<file path="src/rtl/bin2bcd_serial_if.sv">
// Handshake and result bundle between the datapath, the serial binary-to-BCD
// converter and the seven-segment display decoder.
interface bin2bcd_serial_if #(
    parameter int DATA_WIDTH = 32
);
    logic                  start;
    logic [DATA_WIDTH-1:0] valor;
    logic [31:0]           segmentos;
    logic                  neg;
    logic                  overflow;
    logic                  busy;
    logic                  done;

    // Requester side: issues conversions and consumes the packed digits.
    modport master (
        output start, valor,
        input  segmentos, neg, overflow, busy, done
    );

    // Converter side.
    modport slave (
        input  start, valor,
        output segmentos, neg, overflow, busy, done
    );
endinterface

</file>
<file path="src/rtl/bin2bcd_serial.sv">
// Serial binary-to-BCD converter (double dabble, one bit per clock).
// Converts the magnitude of a signed or unsigned word into eight packed BCD
// digits for the display decoder; 4'hF is a blank digit and neg lights the
// minus sign. Results appear DATA_WIDTH+1 edges after an accepted start.
module bin2bcd_serial #(
    parameter int DATA_WIDTH  = 32,
    parameter bit SIGNED      = 1'b1,
    parameter bit BLANK_ZEROS = 1'b1
) (
    input logic             clock,
    input logic             reset,
    bin2bcd_serial_if.slave bus
);
    typedef enum logic [1:0] {
        IDLE,
        SHIFT,
        FINISH
    } state_t;

    localparam int CNT_W = $clog2(DATA_WIDTH + 1);

    state_t                state_q;
    logic [DATA_WIDTH-1:0] mag_q;
    logic [39:0]           bcd_q;
    logic [CNT_W-1:0]      cnt_q;
    logic                  sign_q;
    logic [31:0]           seg_q;
    logic                  neg_q;
    logic                  ovf_q;
    logic                  busy_q;
    logic                  done_q;

    logic                  start_sign;
    logic [DATA_WIDTH-1:0] start_mag;
    logic [39:0]           bcd_adj;
    logic [39:0]           bcd_d;
    logic [31:0]           disp_d;
    logic                  ovf_d;
    logic                  leading_d;

    // Sign and magnitude of the word offered with start; -2^(W-1) maps to 2^(W-1).
    assign start_sign = SIGNED & bus.valor[DATA_WIDTH-1];
    assign start_mag  = start_sign ? (~bus.valor + DATA_WIDTH'(1)) : bus.valor;

    // One double-dabble step: +3 on every digit >= 5, then shift in the next magnitude bit.
    always_comb begin
        // NOTE: every always_comb output gets a default first so no path leaves it unassigned (no latch).
        bcd_adj = bcd_q;
        for (int i = 0; i < 10; i++) begin
            if (bcd_q[4*i +: 4] >= 4'd5) begin
                bcd_adj[4*i +: 4] = bcd_q[4*i +: 4] + 4'd3;
            end
        end
        bcd_d = {bcd_adj[38:0], mag_q[DATA_WIDTH-1]};
    end

    // Display formatting: overflow detection and leading-zero blanking (digit 0 always shown).
    always_comb begin
        disp_d    = bcd_q[31:0];
        ovf_d     = |bcd_q[39:32];
        leading_d = 1'b1;
        for (int i = 7; i >= 1; i--) begin
            if (bcd_q[4*i +: 4] != 4'd0) begin
                leading_d = 1'b0;
            end
            if (leading_d && BLANK_ZEROS) begin
                disp_d[4*i +: 4] = 4'hF;
            end
        end
        if (ovf_d) begin
            disp_d = 32'hFFFF_FFFF;
        end
    end

    // Control FSM with registered outputs; synchronous reset aborts any conversion.
    always_ff @(posedge clock) begin
        // NOTE: sequential state is assigned with <= so every register samples pre-edge values.
        if (reset) begin
            // NOTE: the working registers are cleared too, so a reset leaves no stale partial result.
            state_q <= IDLE;
            mag_q   <= '0;
            bcd_q   <= '0;
            cnt_q   <= '0;
            sign_q  <= 1'b0;
            seg_q   <= 32'hFFFF_FFFF;
            neg_q   <= 1'b0;
            ovf_q   <= 1'b0;
            busy_q  <= 1'b0;
            done_q  <= 1'b0;
        end else begin
            done_q <= 1'b0;
            case (state_q)
                IDLE: begin
                    if (bus.start) begin
                        sign_q  <= start_sign;
                        mag_q   <= start_mag;
                        bcd_q   <= '0;
                        cnt_q   <= CNT_W'(DATA_WIDTH);
                        busy_q  <= 1'b1;
                        state_q <= SHIFT;
                    end
                end
                SHIFT: begin
                    bcd_q <= bcd_d;
                    mag_q <= {mag_q[DATA_WIDTH-2:0], 1'b0};
                    cnt_q <= cnt_q - CNT_W'(1);
                    if (cnt_q == CNT_W'(1)) begin
                        state_q <= FINISH;
                    end
                end
                FINISH: begin
                    seg_q   <= disp_d;
                    ovf_q   <= ovf_d;
                    neg_q   <= sign_q;
                    done_q  <= 1'b1;
                    busy_q  <= 1'b0;
                    state_q <= IDLE;
                end
                default: begin
                    state_q <= IDLE;
                end
            endcase
        end
    end

    assign bus.segmentos = seg_q;
    assign bus.neg       = neg_q;
    assign bus.overflow  = ovf_q;
    assign bus.busy      = busy_q;
    assign bus.done      = done_q;
endmodule

</file>
<file path="src/flat_wrapper.sv">
// flat-port wrapper written by rule: the top's interface ports become plain ports
module bin2bcd_serial_flat 
#(
    parameter int DATA_WIDTH  = 32,
    parameter bit SIGNED      = 1'b1,
    parameter bit BLANK_ZEROS = 1'b1
)
  (clock, reset, bus_start, bus_valor, bus_segmentos, bus_neg, bus_overflow, bus_busy, bus_done);
  bin2bcd_serial_if #(.DATA_WIDTH(DATA_WIDTH)) bus_i ();
  input logic clock;
  input logic reset;
  input wire logic [$bits(bus_i.start)-1:0] bus_start;
  input wire logic [$bits(bus_i.valor)-1:0] bus_valor;
  output wire logic [$bits(bus_i.segmentos)-1:0] bus_segmentos;
  output wire logic [$bits(bus_i.neg)-1:0] bus_neg;
  output wire logic [$bits(bus_i.overflow)-1:0] bus_overflow;
  output wire logic [$bits(bus_i.busy)-1:0] bus_busy;
  output wire logic [$bits(bus_i.done)-1:0] bus_done;
  assign bus_i.start = bus_start;
  assign bus_i.valor = bus_valor;
  assign bus_segmentos = bus_i.segmentos;
  assign bus_neg = bus_i.neg;
  assign bus_overflow = bus_i.overflow;
  assign bus_busy = bus_i.busy;
  assign bus_done = bus_i.done;
  bin2bcd_serial #(.DATA_WIDTH(DATA_WIDTH), .SIGNED(SIGNED), .BLANK_ZEROS(BLANK_ZEROS)) u_core (.clock(clock), .reset(reset), .bus(bus_i));
endmodule
</file>
<file path="config.mk">
export PLATFORM = sky130hd
export DESIGN_NAME = bin2bcd_serial_flat
export DESIGN_NICKNAME = d
export VERILOG_FILES = /design/src/rtl/bin2bcd_serial_if.sv /design/src/rtl/bin2bcd_serial.sv /design/src/flat_wrapper.sv
export SDC_FILE = /design/constraint.sdc
export NUM_CORES = 1
export LEC_CHECK = 0
export ABC_CLOCK_PERIOD_IN_PS = 2600
export CAP_MARGIN = 20
export CORE_MARGIN = 10
export CORE_UTILIZATION = 40
export CTS_CLUSTER_DIAMETER = 200
export DETAILED_ROUTE_END_ITERATION = 10
export GPL_TIMING_DRIVEN = 1
export SETUP_SLACK_MARGIN = 0.1
export SYNTH_ARGS = -nofsm -noshare
export SYNTH_HDL_FRONTEND = slang
export SYNTH_SLANG_ARGS = --single-unit
</file>
<file path="constraint.sdc">
create_clock -name clock -period 2.6 [get_ports clock]
set_clock_uncertainty 0.1 [all_clocks]
set_input_delay 0.39 -clock clock [delete_from_list [all_inputs] [get_ports clock]]
set_output_delay 0.39 -clock clock [all_outputs]
set_load 0.05 [all_outputs]
</file>
# == Word level (Yosys, flattened, before mapping) ==
# Cells that the tools add are included.
# classes
add_sub_neg,12
multipliers,0
div,0
n_lt_le_gt_ge,10
eq_ne,5
n_shift,0
n_mux,38
n_bitwise,1
n_reduce_logical,15
# ops
op,count
$mux W32,3
$pmux W40 S2,1
$mux W4,16
$pmux W32 S2,1
$ge A4 B3 Y1 const B,10
$mux W40,1
$add A4 B2 Y4 const B,9
$add A32 B1 Y32 const B,1
$not A32 Y32,1
$reduce_bool A4 Y1,7
$pmux W6 S2,1
$mux W1,9
$reduce_and A2 Y1,4
$reduce_or A8 Y1,1
$eq A6 B1 Y1 const B,1
$mux W6,1
$sub A6 B1 Y6 const B,1
$mux W2,2
$pmux W2 S2,1
$reduce_bool A2 Y1,2
$add A3 B2 Y3 const B,1
$mux W3,1
$eq A2 B1 Y1 const B,1
$eq A2 B2 Y1 const B,1
4 further kinds,4
# totals
reg_bits,117
latchBits,0
mem_bits_rw,0
mem_bits_ro,0
output_inout_bits,36
word_cells,91
mem_count,0

# == Depth between registers and ports, before layout ==
# Gate-level depths: netlist of run 1.
# depth
ltp_word,10
depth_mapped,8
ltp_nobuf,7

# == Worst setup path before layout of run 1 ==
# OpenSTA, ideal clock, no wires.
# synth_timing
path_type,reg-to-reg
start,reg u_core.bcd_q[28]
end,"reg u_core.seg_q[4], in the netlist u_core.bus.segmentos[4]"
arrival_ns,1.663
t_required_ns,2.384
setup_slack_ns,0.722
path_stages_with_launch,8
cell_sequence,dfxtp_1 -> inv_1 -> ha_1 -> nor3b_1 -> nand4_1 -> nor3_1 -> or4_4 -> o22a_2
# synth_between
elab_chain_len,10
# synth_lines
element,line_no,rtl
"start, declared",bin2bcd_serial.sv:24,logic [39:0] bcd_q;
"start signal, assigned",bin2bcd_serial.sv:82,bcd_q <= '0;
"start signal, assigned",bin2bcd_serial.sv:97,bcd_q <= '0;
"start signal, assigned",bin2bcd_serial.sv:104,bcd_q <= bcd_d;
$reduce_bool A4 Y1,bin2bcd_serial.sv:63,if (bcd_q[4*i +: 4] != 4'd0) begin
$mux W1 (7 in a row),bin2bcd_serial.sv:63,
$mux W4,bin2bcd_serial.sv:66,if (leading_d && BLANK_ZEROS) begin
$mux W32,bin2bcd_serial.sv:70,if (ovf_d) begin
"end signal, assigned",bin2bcd_serial.sv:112,seg_q <= disp_d;
"end, declared",bin2bcd_serial.sv:27,logic [31:0] seg_q;
# Every way passes these cells.
# A chain may end at the register's enable or synchronous reset.

# == Worst setup path after layout of run 1 ==
# layout_timing
start,reg u_core.bcd_q[24]
end,"reg u_core.seg_q[14], in the netlist u_core.bus.segmentos[14]"
# layout_between
elab_chain_len,7
# layout_lines
element,line_no
$reduce_bool A4 Y1,bin2bcd_serial.sv:63
$mux W1 (4 in a row),bin2bcd_serial.sv:63
$mux W4,bin2bcd_serial.sv:66
$mux W32,bin2bcd_serial.sv:70
# Every way passes these cells.

==> out/summary.txt, run 1 <==
Synth top cells by count -> 117 x dfxtp_1, 57 x o22ai_1, 37 x nand2b_1
delay of the slowest critical-path stage -> 490 ps
GRT Total Usage -> 14.7%
Area growth syn-to-layout -> 25.7%
layout cells sized above 1 -> 10.7%
CP bufs+invs -> 1
htree depth -> 4
drt pass-1 iters -> 5
first-pass GRT wire length -> 24,500 um
fin crit share -> 84.2%
Max Slew Vio Count -> 0
Final HPWL DP -> 10,400 um
I/O Buffers -> 70
prevailing post-synth register cell -> dfxtp_1
Setup CP Type -> flip-flop to flip-flop
yosys warns -> 0
Core Rows -> 44
Final Hold Viols -> 0
WHS Path Cells -> 2
initial cell density of the core -> 40.5%
Clock Latency Late Sink -> 410 ps
Mapped Area -> 0.00584 mm^2
slew margin rel. -> 54.5%
Layout Nets -> 764
Max Freq -> 457 MHz
slowest library cell on the worst path -> o41ai_2
die width -> 141 um
largest area contributor in the netlist -> dfxtp_1
R2R Path Start -> u_core.bcd_q[24]
die height -> 141 um
largest net degree at the start of global routing -> 37
Post-synth EDFFs -> 0
asr flop ratio synth -> 0%
final core utilization -> 50.9%
PD cells -> 610 mW/mm^2
DR WL/cell -> 16.3 um
initial antenna violation count -> 0
syn avg cell area -> 9.34 um^2
CTS tree -> built
Post-Place Cell Area -> 0.00679 mm^2
leakage -> 2.67 nW
worst setup margin -> 411 ps
via count -> 5,079
crit end category -> flip-flop
reg2reg path depth -> 6
post-synth top area share -> 40.1%
number of I/O pins -> 71
CTS Sinks -> 117
WL final -> 14,600 um
unrepaired setup endpoints after global routing -> false
Hold Crit Class -> flip-flop to flip-flop
Placeable Area -> 0.0144 mm^2
required time worst endpoint -> 2850 ps
sequential share of the synthesized area -> 40.1%
vias in the first global route -> 5,023
Top Family by Delay on Critical Path -> compound AO/OA/AOI/OAI gates
number of synthesized register bits -> 117
routability cong. -> 0.879
Max-Cap Viols -> 0
synthesized instance count -> 625
CP Cell Sequence -> inv_1 -> ha_1 -> nor3b_1 -> nand4_1 -> o41ai_2 -> o22a_1
die footprint -> 0.0198 mm^2
clk buf depth -> 2
Final Setup Violations -> 0
clock transition at the registers of the reported paths -> 50 ps
post-route minimum period -> 2190 ps
diode count -> 0
root buffer cell -> clkbuf_16
# DRC -> 0
most common cell in the netlist -> dfxtp_1
Min-Delay Endpoint -> u_core.mag_q[0]
worst slack, placed -> 12.4 ps
total CTS buffers -> 17
post-route cell area -> 0.00734 mm^2
vias per cell -> 5.68
detailed router's first-iteration violation count -> 373
worst vdd ir -> 0.475 mV
Hold Buf Count CTS -> 0
TNS Setup -> 0 ps
CP Max Fanout -> 5
Worst setup SP type -> flip-flop
Post-Syn Nets -> 691
antenna viol nets, final -> 0
hold path start -> u_core.mag_q[0]
outcome -> complete, no violations
Cell variety after synth -> 56
Setup Fix Bufs, Post-CTS -> 0
worst r2r dst -> u_core.bus.segmentos[14]
GR Overflow Total -> 0
largest cells by area after synthesis -> dfxtp_1 40%, ha_1 6.6%, o22ai_1 6.1%
r2r setup slk -> 410 ps
# resized after CTS -> 0
Worst-Margin Slew -> 680 ps
Critical Path AT -> 2440 ps
==> flip-flops by register name, summed over array words and instances, names as in the netlist <==
signal	flops
u_core.cnt_q	6
u_core.state_q	2
u_core.bus.busy	1
u_core.bus.overflow	1
u_core.bus.neg	1
u_core.sign_q	1
u_core.bus.segmentos	32
u_core.mag_q	32
u_core.bcd_q	40
u_core.bus.done	1
==> cell families after synthesis <==
group | Yosys count | share of synthesized area [%]
AOI/OAI and AO/OA | 221 | 27.8
and+or+nand+nor | 154 | 15.4
DFF | 117 | 40.1
buffers and inverters | 64 | 4.33
xor gates and xnor gates | 38 | 5.70
adders and majority gates | 31 | 6.65
==> worst max-delay path by stage <==
stage | cells after the start | endpoint | slack (ps) | from
global placement | 6 | u_core.mag_q[25] | 50 | bus_valor[18]
detailed placement | 6 | u_core.mag_q[25] | 10 | bus_valor[18]
CTS | 6 | u_core.bus.segmentos[14] | 380 | u_core.bcd_q[24]
floorplan | 7 | u_core.bus.segmentos[4] | 720 | u_core.bcd_q[28]
global route | 6 | u_core.bus.segmentos[14] | 150 | u_core.bcd_q[28]
finish | 6 | u_core.bus.segmentos[14] | 410 | u_core.bcd_q[24]
==> where the power goes <==
part / switching [mW] / internal [mW]
logic: 0.241 / 0.187
registers: 0.0390 / 1.85
clock network: 0.755 / 1.40
total: 1.03 / 3.44
==> stage by stage <==
stage | power [mW] | cells | hold WS, ps
global placement | 2.34 | 863 | 347
finish | 4.48 | 894 | 363
detailed placement | 2.35 | 863 | 348
floorplan | 2.18 | 625 | 324
CTS | 4.53 | 894 | 365
global route | 4.67 | 894 | 390
==> routing by layer <==
| layer | global-route usage [%] | vias to the layer above | share of wire [%] |
|---|---|---|---|
| met3 | 3.93 | 23 | 4.6 |
| met4 | 6.36 | 0 | 1.8 |
| met1 | 17.7 | 2416 | 45 |
| met5 | 0 | - | 0 |
| met2 | 23.9 | 128 | 48 |
| li1 | - | 2512 | - |
==> final cells by class <==
type / count / area [um^2]
timing repair buffer: 92 / 873
fill: 1341 / 7080
sequential: 117 / 2340
clock buffer: 27 / 503
multi-input combinational: 444 / 3250
inverter: 26 / 97.6
tap: 184 / 230
clock inverter: 4 / 45.0
==> worst register-to-register path, stage by stage (launching register included) <==
cell and delay, ps:
dfxtp_1 350, inv_1 160, ha_1 160, nor3b_1 340
nand4_1 290, o41ai_2 490, o22a_1 230
==> cell usage in the layout (no fill, tap or decap), drive strengths merged, types with 4 or more instances in the layout <==
master | synthesis | final
o41ai | 8 | 8
nor2 | 21 | 21
nand3 | 6 | 6
a22o | 10 | 10
nand4 | 5 | 5
nor3 | 15 | 15
o31ai | 18 | 18
a21oi | 21 | 21
nand2b | 37 | 37
o21bai | 5 | 5
a22oi | 27 | 27
o21ai | 26 | 26
dfxtp | 117 | 117
o22a | 12 | 12
o32ai | 5 | 5
nor4 | 5 | 5
o311ai | 6 | 6
xor2 | 25 | 25
o211ai | 4 | 4
clkbuf | 26 | 27
nor2b | 4 | 4
a32o | 10 | 10
a222oi | 4 | 4
nand3b | 4 | 4
xnor2 | 13 | 13
o22ai | 57 | 57
buf | 12 | 23
inv | 26 | 26
nand2 | 33 | 33
ha | 31 | 31
clkdlybuf4s50 | 0 | 69
or4 | 5 | 5
nor3b | 9 | 9
No activity file was read; power rests on OpenSTA's default activity.
==> run 2, diff against run 1 <==
ABC_CLOCK_PERIOD_IN_PS = 1800   (was 2600)
clock period = 1.8 ns   (was 2.6 ns; I/O delays follow)
==> out/summary.txt, run 2 (same netlist as run 1, synthesis figures left out) <==
outcome -> finished with violations
failing checks -> setup timing
slew margin rel. -> 68.6%
delay of the slowest critical-path stage -> 450 ps
layout cells sized above 1 -> 34.4%
root buffer cell -> clkbuf_16
CTS Sinks -> 117
Max Slew Vio Count -> 0
PD cells -> 799 mW/mm^2
number of I/O pins -> 71
detailed router's first-iteration violation count -> 377
Final Setup Violations -> 4
CP Max Fanout -> 4
Placeable Area -> 0.0144 mm^2
die height -> 141 um
routability cong. -> 0.871
final core utilization -> 59.3%
Clock Latency Late Sink -> 400 ps
vias in the first global route -> 5,575
diode count -> 0
fill count -> 1,242
TNS Setup -> -81.8 ps
drt pass-1 iters -> 5
Worst-Margin Slew -> 467 ps
htree depth -> 4
fin crit share -> 101%
unrepaired setup endpoints after global routing -> true
Max-Cap Viols -> 0
clock transition at the registers of the reported paths -> 50 ps
CP Cell Sequence -> inv_2 -> ha_4 -> nor3b_4 -> nand4_1 -> buf_6 -> nor3_2 -> or4_4 -> o22a_2
Hold Crit Class -> input port to flip-flop
post-route minimum period -> 1820 ps
I/O Buffers -> 70
Core Rows -> 44
antenna viol nets, final -> 0
GRT Total Usage -> 15.8%
total CTS buffers -> 17
DR WL/cell -> 16.0 um
worst setup margin -> -23.7 ps
Final HPWL DP -> 11,400 um
GR Overflow Total -> 0
vias per cell -> 5.53
first-pass GRT wire length -> 26,500 um
die width -> 141 um
die footprint -> 0.0198 mm^2
Worst setup SP type -> flip-flop
Layout Nets -> 861
most frequent cells in the layout -> 145 x buf_4, 108 x dfxtp_1, 57 x o22ai_1, 33 x nand2b_1, 32 x nand2_1
most common cell after layout, fill and taps aside -> buf_4
CTS tree -> built
Area growth syn-to-layout -> 46.6%
crit end category -> flip-flop
largest net degree at the start of global routing -> 35
via count -> 5,477
slowest library cell on the worst path -> or4_4
WL final -> 15,900 um
required time worst endpoint -> 2000 ps
initial antenna violation count -> 0
initial cell density of the core -> 40.5%
Hold Buf Count CTS -> 0
# DRC -> 0
total chip power -> 6.84 mW
clk buf depth -> 2
placed cell count -> 950
Critical Path AT -> 2020 ps
Setup CP Type -> flip-flop to flip-flop
fin cells -> 991
max FFs per register -> 40
Final Hold Viols -> 0
Largest Register -> u_core.bcd_q
leakage -> 3.51 nW
worst vdd ir -> 0.591 mV
Max Freq -> 548 MHz
==> run 2: final cells by class <==
class	count	area, um^2	area share (%)
multi-input combinational	444	3670	42.9
sequential	117	2350	27.5
timing repair buffer	189	1610	18.8
clock buffer	22	494	5.78
tap	184	230	2.69
clock inverter	9	100	1.17
inverter	26	97.6	1.14
==> run 2: what timing repair did <==
action,4_1_cts,5_1_grt
resized for setup,46,51
pin swaps,20,24
endpoints found under the setup margin,35,70
buffers inserted,5,5
==> run 2: critical path, delay by kind of cell, from the launching register on <==
family                   cells  cell delay [ps]
AND/OR/NAND/NOR              4              730
flip-flops                   1              340
AO/OA/AOI/OAI                1              200
buffers and inverters        2              190
adder cells (fa/ha/maj)      1              150
==> run 2: worst paths after layout <==
kind | slack, ps | end | startpoint | cells after the start
worst max register to register | -20 | u_core.bus.segmentos[6] | u_core.bcd_q[29] | 8
worst max-delay path | -20 | u_core.bus.segmentos[6] | u_core.bcd_q[29] | 8
worst min-delay path | 210 | u_core.mag_q[24] | bus_valor[24] | 4
worst min register to register | 360 | u_core.bus.neg | u_core.sign_q | 2
==> run 2: power breakdown <==
group	switching (mW)	internal, mW	leakage [nW]
registers	0.0578	2.68	0.955
clock network	1.14	2.20	0.294
logic	0.397	0.362	2.26
total	1.60	5.24	3.51
==> run 2: layer usage <==
layer	wire length (um)	part of all wire [%]	track usage (%)	up-vias
met2	7810	49	27.5	118
met3	778	4.9	4.64	17
met1	7130	45	18.3	2635
met4	165	1.0	4.51	0
li1	-	-	-	2707
met5	0	0	0	-
==> run 2: per-stage QoR <==
stage	worst slack, ps	instance area (um^2)	hold slack, ps
2_1_floorplan	44.8	5900	324
3_3_place_gp	-417	7470	344
3_5_place_dp	-440	7470	350
4_1_cts	-67.8	8330	257
5_1_grt	-89.8	8560	224
6_report	-23.7	8560	209
